<file path="config.mk">
export PLATFORM = sky130hd
export DESIGN_NAME = freq_meter
export DESIGN_NICKNAME = d
export VERILOG_FILES = /design/src/rtl/freq_meter_pkg.sv /design/src/rtl/bin2bcd_seq.sv /design/src/rtl/freq_meter.sv
export SDC_FILE = /design/constraint.sdc
export NUM_CORES = 1
export LEC_CHECK = 0
export CAP_MARGIN = 30
export CORE_MARGIN = 3
export CORE_UTILIZATION = 50
export CTS_CLUSTER_SIZE = 25
export DETAILED_ROUTE_END_ITERATION = 7
export DONT_BUFFER_PORTS = 1
export PLACE_DENSITY = 0.74
export SETUP_SLACK_MARGIN = 0.5
export SLEW_MARGIN = 10
export SYNTH_ARGS = -nofsm -noshare
export SYNTH_HDL_FRONTEND = slang
export SYNTH_SLANG_ARGS = --single-unit
</file>
<file path="constraint.sdc">
create_clock -name CLK100MHZ -period 3.4 [get_ports CLK100MHZ]
set_input_delay 0.68 -clock CLK100MHZ [delete_from_list [all_inputs] [get_ports CLK100MHZ]]
set_output_delay 0.68 -clock CLK100MHZ [all_outputs]
set_load 0.03 [all_outputs]
</file>
<file path="src/rtl/freq_meter_pkg.sv">
// Shared types and constants for the zero-crossing frequency meter.
//   fsm_state_e  : conversion FSM states
//   bcd_digit_t  : one packed BCD digit
//   MAX_DISPLAY  : largest value the four-digit display can show
//   BCD_DIGITS   : number of BCD digits produced
//   dd_adjust()  : double-dabble "add 3 if >= 5" step for one digit
package freq_meter_pkg;

    typedef enum logic [1:0] {
        StIdle,
        StScale,
        StConv,
        StPub
    } fsm_state_e;

    typedef logic [3:0] bcd_digit_t;

    localparam int unsigned MAX_DISPLAY = 9999;
    localparam int unsigned BCD_DIGITS  = 4;

    function automatic bcd_digit_t dd_adjust(input bcd_digit_t d);
        return (d >= 4'd5) ? d + 4'd3 : d;
    endfunction

endpackage

</file>
<file path="src/rtl/bin2bcd_seq.sv">
// Sequential double-dabble binary-to-BCD converter.
// A start pulse loads i_bin and performs the first shift; each following
// cycle performs one more shift, BIN_W shifts in total. o_done is high for
// the single cycle in which o_bcd holds the finished result.
//   i_clk   : clock
//   i_rst   : synchronous active-high reset
//   i_start : load i_bin and begin conversion
//   i_bin   : binary input (must be <= MAX_DISPLAY)
//   o_done  : conversion finished, o_bcd valid this cycle
//   o_bcd   : BCD digits, digit 0 in bits [3:0]
module bin2bcd_seq
    import freq_meter_pkg::*;
#(
    parameter int unsigned BIN_W = 14
) (
    input  logic                    i_clk,
    input  logic                    i_rst,
    input  logic                    i_start,
    input  logic [BIN_W-1:0]        i_bin,
    output logic                    o_done,
    output logic [4*BCD_DIGITS-1:0] o_bcd
);

    localparam int unsigned BCD_W = 4 * BCD_DIGITS;
    localparam int unsigned CNT_W = $clog2(BIN_W + 1);

    logic [BIN_W-1:0] r_sr;
    logic [BCD_W-1:0] r_bcd;
    logic [CNT_W-1:0] r_cnt;
    logic             r_active;
    logic [BCD_W-1:0] w_adj;

    always_comb begin
        w_adj = '0;
        for (int i = 0; i < int'(BCD_DIGITS); i++) begin
            w_adj[4*i +: 4] = dd_adjust(r_bcd[4*i +: 4]);
        end
    end

    assign o_done = r_active && (r_cnt == CNT_W'(BIN_W));
    assign o_bcd  = r_bcd;

    always_ff @(posedge i_clk) begin
        if (i_rst) begin
            r_sr     <= '0;
            r_bcd    <= '0;
            r_cnt    <= '0;
            r_active <= 1'b0;
        end else if (i_start) begin
            // Adjusting an all-zero BCD field is a no-op, so the first shift
            // can be folded into the load.
            r_bcd    <= {{(BCD_W-1){1'b0}}, i_bin[BIN_W-1]};
            r_sr     <= i_bin << 1;
            r_cnt    <= CNT_W'(1);
            r_active <= 1'b1;
        end else if (r_active) begin
            if (o_done) begin
                r_active <= 1'b0;
            end else begin
                r_bcd <= {w_adj[BCD_W-2:0], r_sr[BIN_W-1]};
                r_sr  <= r_sr << 1;
                r_cnt <= r_cnt + CNT_W'(1);
            end
        end
    end

endmodule

</file>
<file path="src/rtl/freq_meter.sv">
// Zero-crossing frequency meter. Decimates the mic sample bus with an
// internal strobe, counts hysteresis-qualified rising crossings over a gate
// window of GATE_SAMPLES samples, then scales, clamps to 9999, converts to
// BCD and publishes the result.
// Optional feature macro: FREQ_METER_AUTOTHRESH_EN
//   defined   : threshold adapts to the midpoint of each window's min/max
//   undefined : threshold is thr_in
// Ports:
//   CLK100MHZ   : system clock
//   reset       : synchronous active-high reset
//   mic_in      : sample bus, taken on the sample strobe only
//   thr_in      : fixed threshold (ignored when the macro is defined)
//   freq        : last published frequency
//   dig_0..3    : BCD ones/tens/hundreds/thousands
//   freq_valid  : one-cycle pulse on publish
//   overflow    : last published result was saturated
//   busy        : conversion in progress
//   thr_out     : threshold currently in use
module freq_meter
    import freq_meter_pkg::*;
#(
    parameter int unsigned SAMPLE_W     = 12,
    parameter int unsigned SAMPLE_DIV   = 5000,
    parameter int unsigned GATE_SAMPLES = 10000,
    parameter int unsigned SCALE        = 2,
    parameter int unsigned FREQ_OFFSET  = 0,
    parameter int unsigned HYST         = 64,
    parameter int unsigned THR_DEFAULT  = 2150,
    parameter int unsigned MIN_SWING    = 256,
    parameter int unsigned FREQ_W       = 14
) (
    input  logic                CLK100MHZ,
    input  logic                reset,
    input  logic [SAMPLE_W-1:0] mic_in,
    input  logic [SAMPLE_W-1:0] thr_in,
    output logic [FREQ_W-1:0]   freq,
    output bcd_digit_t          dig_0,
    output bcd_digit_t          dig_1,
    output bcd_digit_t          dig_2,
    output bcd_digit_t          dig_3,
    output logic                freq_valid,
    output logic                overflow,
    output logic                busy,
    output logic [SAMPLE_W-1:0] thr_out
);

    localparam int unsigned DIV_W  = $clog2(SAMPLE_DIV + 1);
    localparam int unsigned CNT_W  = $clog2(GATE_SAMPLES + 1);
    localparam int unsigned SMAX   = (1 << SAMPLE_W) - 1;

    if (SAMPLE_DIV * GATE_SAMPLES <= FREQ_W + 4) begin : g_bad_params
        $error("freq_meter: gate window shorter than conversion latency");
    end

    // Sample strobe
    logic [DIV_W-1:0] r_div;
    logic             w_strobe;

    assign w_strobe = (r_div == DIV_W'(SAMPLE_DIV - 1));

    always_ff @(posedge CLK100MHZ) begin
        if (reset || w_strobe) begin
            r_div <= '0;
        end else begin
            r_div <= r_div + DIV_W'(1);
        end
    end

    // Threshold selection
    logic [SAMPLE_W-1:0] w_thr;
    logic [CNT_W-1:0]    r_smp;
    logic                w_close;

    assign w_close = w_strobe && (r_smp == CNT_W'(GATE_SAMPLES - 1));

`ifdef FREQ_METER_AUTOTHRESH_EN
    logic [SAMPLE_W-1:0] r_thr;
    logic [SAMPLE_W-1:0] r_min;
    logic [SAMPLE_W-1:0] r_max;
    logic [SAMPLE_W-1:0] w_min_cur;
    logic [SAMPLE_W-1:0] w_max_cur;
    logic [SAMPLE_W:0]   w_sum;
    logic                w_unused_thr;

    // Running extremes including the current sample; the first sample of a
    // window re-seeds both.
    always_comb begin
        w_min_cur = r_min;
        w_max_cur = r_max;
        if (r_smp == '0 || mic_in < r_min) w_min_cur = mic_in;
        if (r_smp == '0 || mic_in > r_max) w_max_cur = mic_in;
    end

    assign w_sum        = {1'b0, w_max_cur} + {1'b0, w_min_cur};
    assign w_unused_thr = ^thr_in;

    always_ff @(posedge CLK100MHZ) begin
        if (reset) begin
            r_thr <= SAMPLE_W'(THR_DEFAULT);
            r_min <= '0;
            r_max <= '0;
        end else if (w_strobe) begin
            r_min <= w_min_cur;
            r_max <= w_max_cur;
            if (w_close && (32'(w_max_cur - w_min_cur) >= MIN_SWING)) begin
                r_thr <= w_sum[SAMPLE_W:1];
            end
        end
    end

    assign w_thr = r_thr;
`else
    logic [31:0] w_unused_cfg;

    assign w_unused_cfg = THR_DEFAULT ^ MIN_SWING;
    assign w_thr        = thr_in;
`endif

    assign thr_out = w_thr;

    // Hysteresis band, saturating at both rails
    logic [31:0]         w_hi_sum;
    logic [SAMPLE_W-1:0] w_thr_hi;
    logic [SAMPLE_W-1:0] w_thr_lo;

    assign w_hi_sum = 32'(w_thr) + HYST;
    assign w_thr_hi = (w_hi_sum > SMAX) ? {SAMPLE_W{1'b1}} : w_hi_sum[SAMPLE_W-1:0];
    assign w_thr_lo = (32'(w_thr) >= HYST) ? SAMPLE_W'(32'(w_thr) - HYST) : '0;

    // Crossing detector and gate
    logic             r_armed;
    logic [CNT_W-1:0] r_cnt;
    logic [CNT_W-1:0] r_snap;
    logic             w_cross;
    logic [CNT_W-1:0] w_cnt_next;

    assign w_cross    = r_armed && (mic_in >= w_thr_hi);
    assign w_cnt_next = (w_cross && !(&r_cnt)) ? r_cnt + CNT_W'(1) : r_cnt;

    always_ff @(posedge CLK100MHZ) begin
        if (reset) begin
            r_armed <= 1'b0;
            r_cnt   <= '0;
            r_smp   <= '0;
            r_snap  <= '0;
        end else if (w_strobe) begin
            if (w_cross) begin
                r_armed <= 1'b0;
            end else if (mic_in <= w_thr_lo) begin
                r_armed <= 1'b1;
            end
            if (w_close) begin
                // Snapshot includes a crossing on the closing sample itself.
                r_snap <= w_cnt_next;
                r_cnt  <= '0;
                r_smp  <= '0;
            end else begin
                r_cnt <= w_cnt_next;
                r_smp <= r_smp + CNT_W'(1);
            end
        end
    end

    // Scaling and clamp
    logic [31:0]       w_prod;
    logic [31:0]       w_res32;
    logic              w_ovf;
    logic [FREQ_W-1:0] w_result;

    assign w_prod   = 32'(r_snap) * SCALE;
    assign w_res32  = (w_prod != '0) ? w_prod + FREQ_OFFSET : w_prod;
    assign w_ovf    = (w_res32 > MAX_DISPLAY);
    assign w_result = w_ovf ? FREQ_W'(MAX_DISPLAY) : FREQ_W'(w_res32);

    // BCD conversion
    fsm_state_e                r_state;
    logic                      w_bcd_done;
    logic [4*BCD_DIGITS-1:0]   w_bcd;

    bin2bcd_seq #(
        .BIN_W (FREQ_W)
    ) u_bin2bcd (
        .i_clk   (CLK100MHZ),
        .i_rst   (reset),
        .i_start (r_state == StScale),
        .i_bin   (w_result),
        .o_done  (w_bcd_done),
        .o_bcd   (w_bcd)
    );

    // Conversion FSM with registered outputs
    logic [FREQ_W-1:0]       r_result;
    logic                    r_ovf_next;
    logic [FREQ_W-1:0]       r_freq;
    logic [4*BCD_DIGITS-1:0] r_dig;
    logic                    r_freq_valid;
    logic                    r_overflow;
    logic                    r_busy;

    always_ff @(posedge CLK100MHZ) begin
        if (reset) begin
            r_state      <= StIdle;
            r_result     <= '0;
            r_ovf_next   <= 1'b0;
            r_freq       <= '0;
            r_dig        <= '0;
            r_freq_valid <= 1'b0;
            r_overflow   <= 1'b0;
            r_busy       <= 1'b0;
        end else begin
            r_freq_valid <= 1'b0;
            case (r_state)
                StIdle: begin
                    if (w_close) begin
                        r_state <= StScale;
                        r_busy  <= 1'b1;
                    end
                end
                StScale: begin
                    r_result   <= w_result;
                    r_ovf_next <= w_ovf;
                    r_state    <= StConv;
                end
                StConv: begin
                    if (w_bcd_done) begin
                        r_freq       <= r_result;
                        r_dig        <= w_bcd;
                        r_overflow   <= r_ovf_next;
                        r_freq_valid <= 1'b1;
                        r_state      <= StPub;
                    end
                end
                StPub: begin
                    r_busy  <= 1'b0;
                    r_state <= StIdle;
                end
                default: begin
                    r_state <= StIdle;
                end
            endcase
        end
    end

    assign freq       = r_freq;
    assign dig_0      = r_dig[3:0];
    assign dig_1      = r_dig[7:4];
    assign dig_2      = r_dig[11:8];
    assign dig_3      = r_dig[15:12];
    assign freq_valid = r_freq_valid;
    assign overflow   = r_overflow;
    assign busy       = r_busy;

endmodule

</file>
==> impl_metrics.json <==
{
  "status": "complete, no violations",
  "ioPinCount": 71,
  "power_frac_seq_pct": 41.8,
  "finalHoldViolations": 0,
  "worst_path_max_delay_cell": "ha_4",
  "setup_viol": 0,
  "insertion_delay_ns": 0.42,
  "core_area_sq_um": 13300,
  "grt_overflow": 0,
  "drt_iter0_markers": 368,
  "layout_commonest_cell": "nand2_1",
  "groute.usage.overall_pct": 20.0,
  "layout-drive-gt1-share_pct": 13.2,
  "syn_area_sq_um": 6870,
  "syn-num-nets": 918,
  "place.gp.congestion": 0.857,
  "fp.dieH_microns": 123,
  "hold_path.class": "in -> reg",
  "cts.sinks": 138,
  "crit_arrival_ns": 3.37,
  "critPathCaptureType": "flip-flop",
  "drc": 0,
  "clockBufferDepth": 2,
  "worstSetupPathType": "in -> reg",
  "hold_ws_ns": 0.327,
  "cts_tree": "done",
  "clkPwrFrac_pct": 45.0,
  "p_sw_uw": 1130,
  "io_buffers": 0,
  "critPathMaxFanout": 8,
  "relSlewSlack_pct": 44.4,
  "netlist.area_leader.share_pct": 40.2,
  "yosysSeqAreaShare_pct": 40.2,
  "cts_root_buf": "clkbuf_16",
  "drt_wl_total_microns": 15100,
  "dieWidth_microns": 123,
  "synthTopCellsByArea": "dfxtp_1, nand2_1, ha_1",
  "routedWlPerCell_microns": 14.8,
  "dr.pass1.iters": 5,
  "vdd_ir_drop_max_mv": 0.366,
  "crit_family": "compound AO/OA/AOI/OAI gates",
  "ant_nets": 0,
  "worstPathCellList": "inv_12 > ha_4 > nand3_4 > nor4b_4 > nand2_1 > a21oi_2 > buf_6 > nor2_4 > ha_4 > a211oi_2 > o21ai_2 > a41oi_2 > o2bb2ai_2 > buf_4 > buf_6 > and3_4 > nor3b_1 > a21o_1",
  "synth_warnings": 0,
  "antenna_found_initial": 0,
  "synth_area_leader_cell": "dfxtp_1",
  "fin_nets": 904,
  "num_rows": 42,
  "synth.distinct_cells": 53,
  "maxSlewViolCount": 0,
  "synthArstFlopShare_pct": 0,
  "finalClockSkew_ns": 0.0122,
  "powerDensity_nw_per_um2": 529,
  "vias_per_cell": 5.60,
  "max_freq_mhz": 327,
  "die_area_sq_um": 15200,
  "clkTransAtPathRegs_ns": 0.06,
  "synth_edf_count": 0,
  "h-tree-depth": 4,
  "grt_pass1_wl_microns": 24900,
  "combPwrFrac_pct": 13.2,
  "layout_common_cells": "nand2_1, dfxtp_1, a21oi_1, nor2_1, ha_1",
  "worst_pin_slew_ns": 0.830,
  "ys.flop_type": "dfxtp_1",
  "synth.avg_cell_area_sq_um": 8.11,
  "maxCapViolCount": 0,
  "crit_required_ns": 3.72,
  "cpPeakStageDelay_ns": 0.27,
  "dpl_cell_area_sq_um": 7010,
  "setup-tns-final_ns": 0,
  "area_growth_pct": 16.8,
  "synth_cells": 847,
  "rsz0062_at_grt": "yes",
  "cts_hold_buf": 0,
  "p_int_uw": 3110,
  "place_hpwl_microns": 9710,
  "cp.buffers_inverters": 4,
  "grt_pass1_vias": 5402,
  "worst_setup_path_start_kind": "primary input",
  "min_period_over_period_pct": 89.9,
  "diodes": 0,
  "vias": 5720,
  "fin_util_pct": 60.1,
  "synth_seq_cells": 138,
  "swShare_pct": 26.7,
  "cts_made_buffers": 17,
  "fin_crit_ns": 3.06,
  "initial_core_util_pct": 51.5,
  "postLayoutCellArea_sq_um": 8020,
  "grt_max_degree": 67,
  "leakage_uw": 0.00301
}
==> sequential cells by signal, summed over array words and instances (netlist names) <==
signal              cells
u_bin2bcd.r_cnt         4
r_snap                 14
freq                   14
r_div                  13
r_cnt                  14
r_result               14
r_state                 2
r_smp                  14
r_dig                  16
freq_valid              1
r_armed                 1
u_bin2bcd.r_active      1
u_bin2bcd.r_sr         13
u_bin2bcd.o_bcd        16
busy                    1
==> power groups by stage <==
| stage | logic [uW] | clock network [uW] | registers [uW] |
|---|---|---|---|
| after floorplan | 464 | 0 | 1780 |
| after global placement | 502 | 0 | 1800 |
| after detailed placement | 524 | 0 | 1810 |
| after CTS | 543 | 1940 | 1770 |
| after global routing | 636 | 2010 | 1790 |
| final | 560 | 1910 | 1770 |
==> logic make-up (layout without fill, tap and decap cells) <==
| group | count (synthesis) | count (layout) | share of synthesized area [%] |
|---|---|---|---|
| AOI/OAI and AO/OA | 171 | 171 | 14.1 |
| and+or+nand+nor | 367 | 367 | 25.5 |
| muxes | 10 | 10 | 1.46 |
| xor gates and xnor gates | 45 | 45 | 5.74 |
| DFF | 138 | 138 | 40.2 |
| adders and majority gates | 45 | 45 | 8.19 |
| buffers and inverters | 71 | 70 | 4.77 |
==> stage by stage <==
stage / std cells / total power (uW) / worst slack [ns]
after floorplan: 847 / 2250 / -0.00559
after global placement: 983 / 2310 / -0.184
after global routing: 1022 / 4430 / 0.230
final: 1022 / 4240 / 0.345
after detailed placement: 986 / 2330 / -0.248
after CTS: 1020 / 4250 / 0.487
==> synthesized netlist by cell type (4+ instances only) <==
cell type / instances
a211oi_1: 12
a21o_1: 11
a21oi_1: 71
a31oi_1: 5
and2_1: 6
and3_1: 17
and4_1: 6
buf_1: 6
buf_4: 13
clkbuf_1: 30
dfxtp_1: 138
ha_1: 45
inv_1: 17
mux2i_1: 10
nand2_1: 153
nand2b_1: 10
nand3_1: 33
nand4_1: 11
nor2_1: 71
nor3_1: 22
nor3b_1: 7
nor4b_1: 4
o21ai_0: 56
o31ai_1: 5
or3_1: 9
xnor2_1: 18
xor2_1: 27
==> layer usage <==
layer,up-vias,GRT usage (%),part of all wire [%]
met3,23,5.08,4.2
met2,120,33.8,50
met4,0,7.68,1.8
met1,2676,24.6,44
li1,2901,-,-
met5,-,0,0
==> final cells by class <==
class,instances,area [sq um]
clock inverter,13,166
fill,1161,5330
multi-input combinational,638,4120
inverter,17,81.3
timing repair buffer,21,225
clock buffer,19,443
sequential,138,2760
tap,176,220
==> what timing repair did <==
item / CTS / global route
pin swaps: 10 / 13
buffers inserted: 1 / 1
cloned: 1 / 1
resized for setup: 31 / 59
endpoints found under the setup margin: 29 / 29
==> path summary, 6_finish.rpt <==
check / from / to / slack (ns) / cells after the start
setup / recovery: thr_in[6] / r_cnt[4] / 0.34 / 18
hold / removal: reset / freq[12] / 0.33 / 1
setup reg to reg: r_div[0] / r_snap[12] / 0.77 / 7
hold reg to reg: r_result[4] / r_result[4] / 0.44 / 2
No activity file was read; power rests on OpenSTA's default activity.
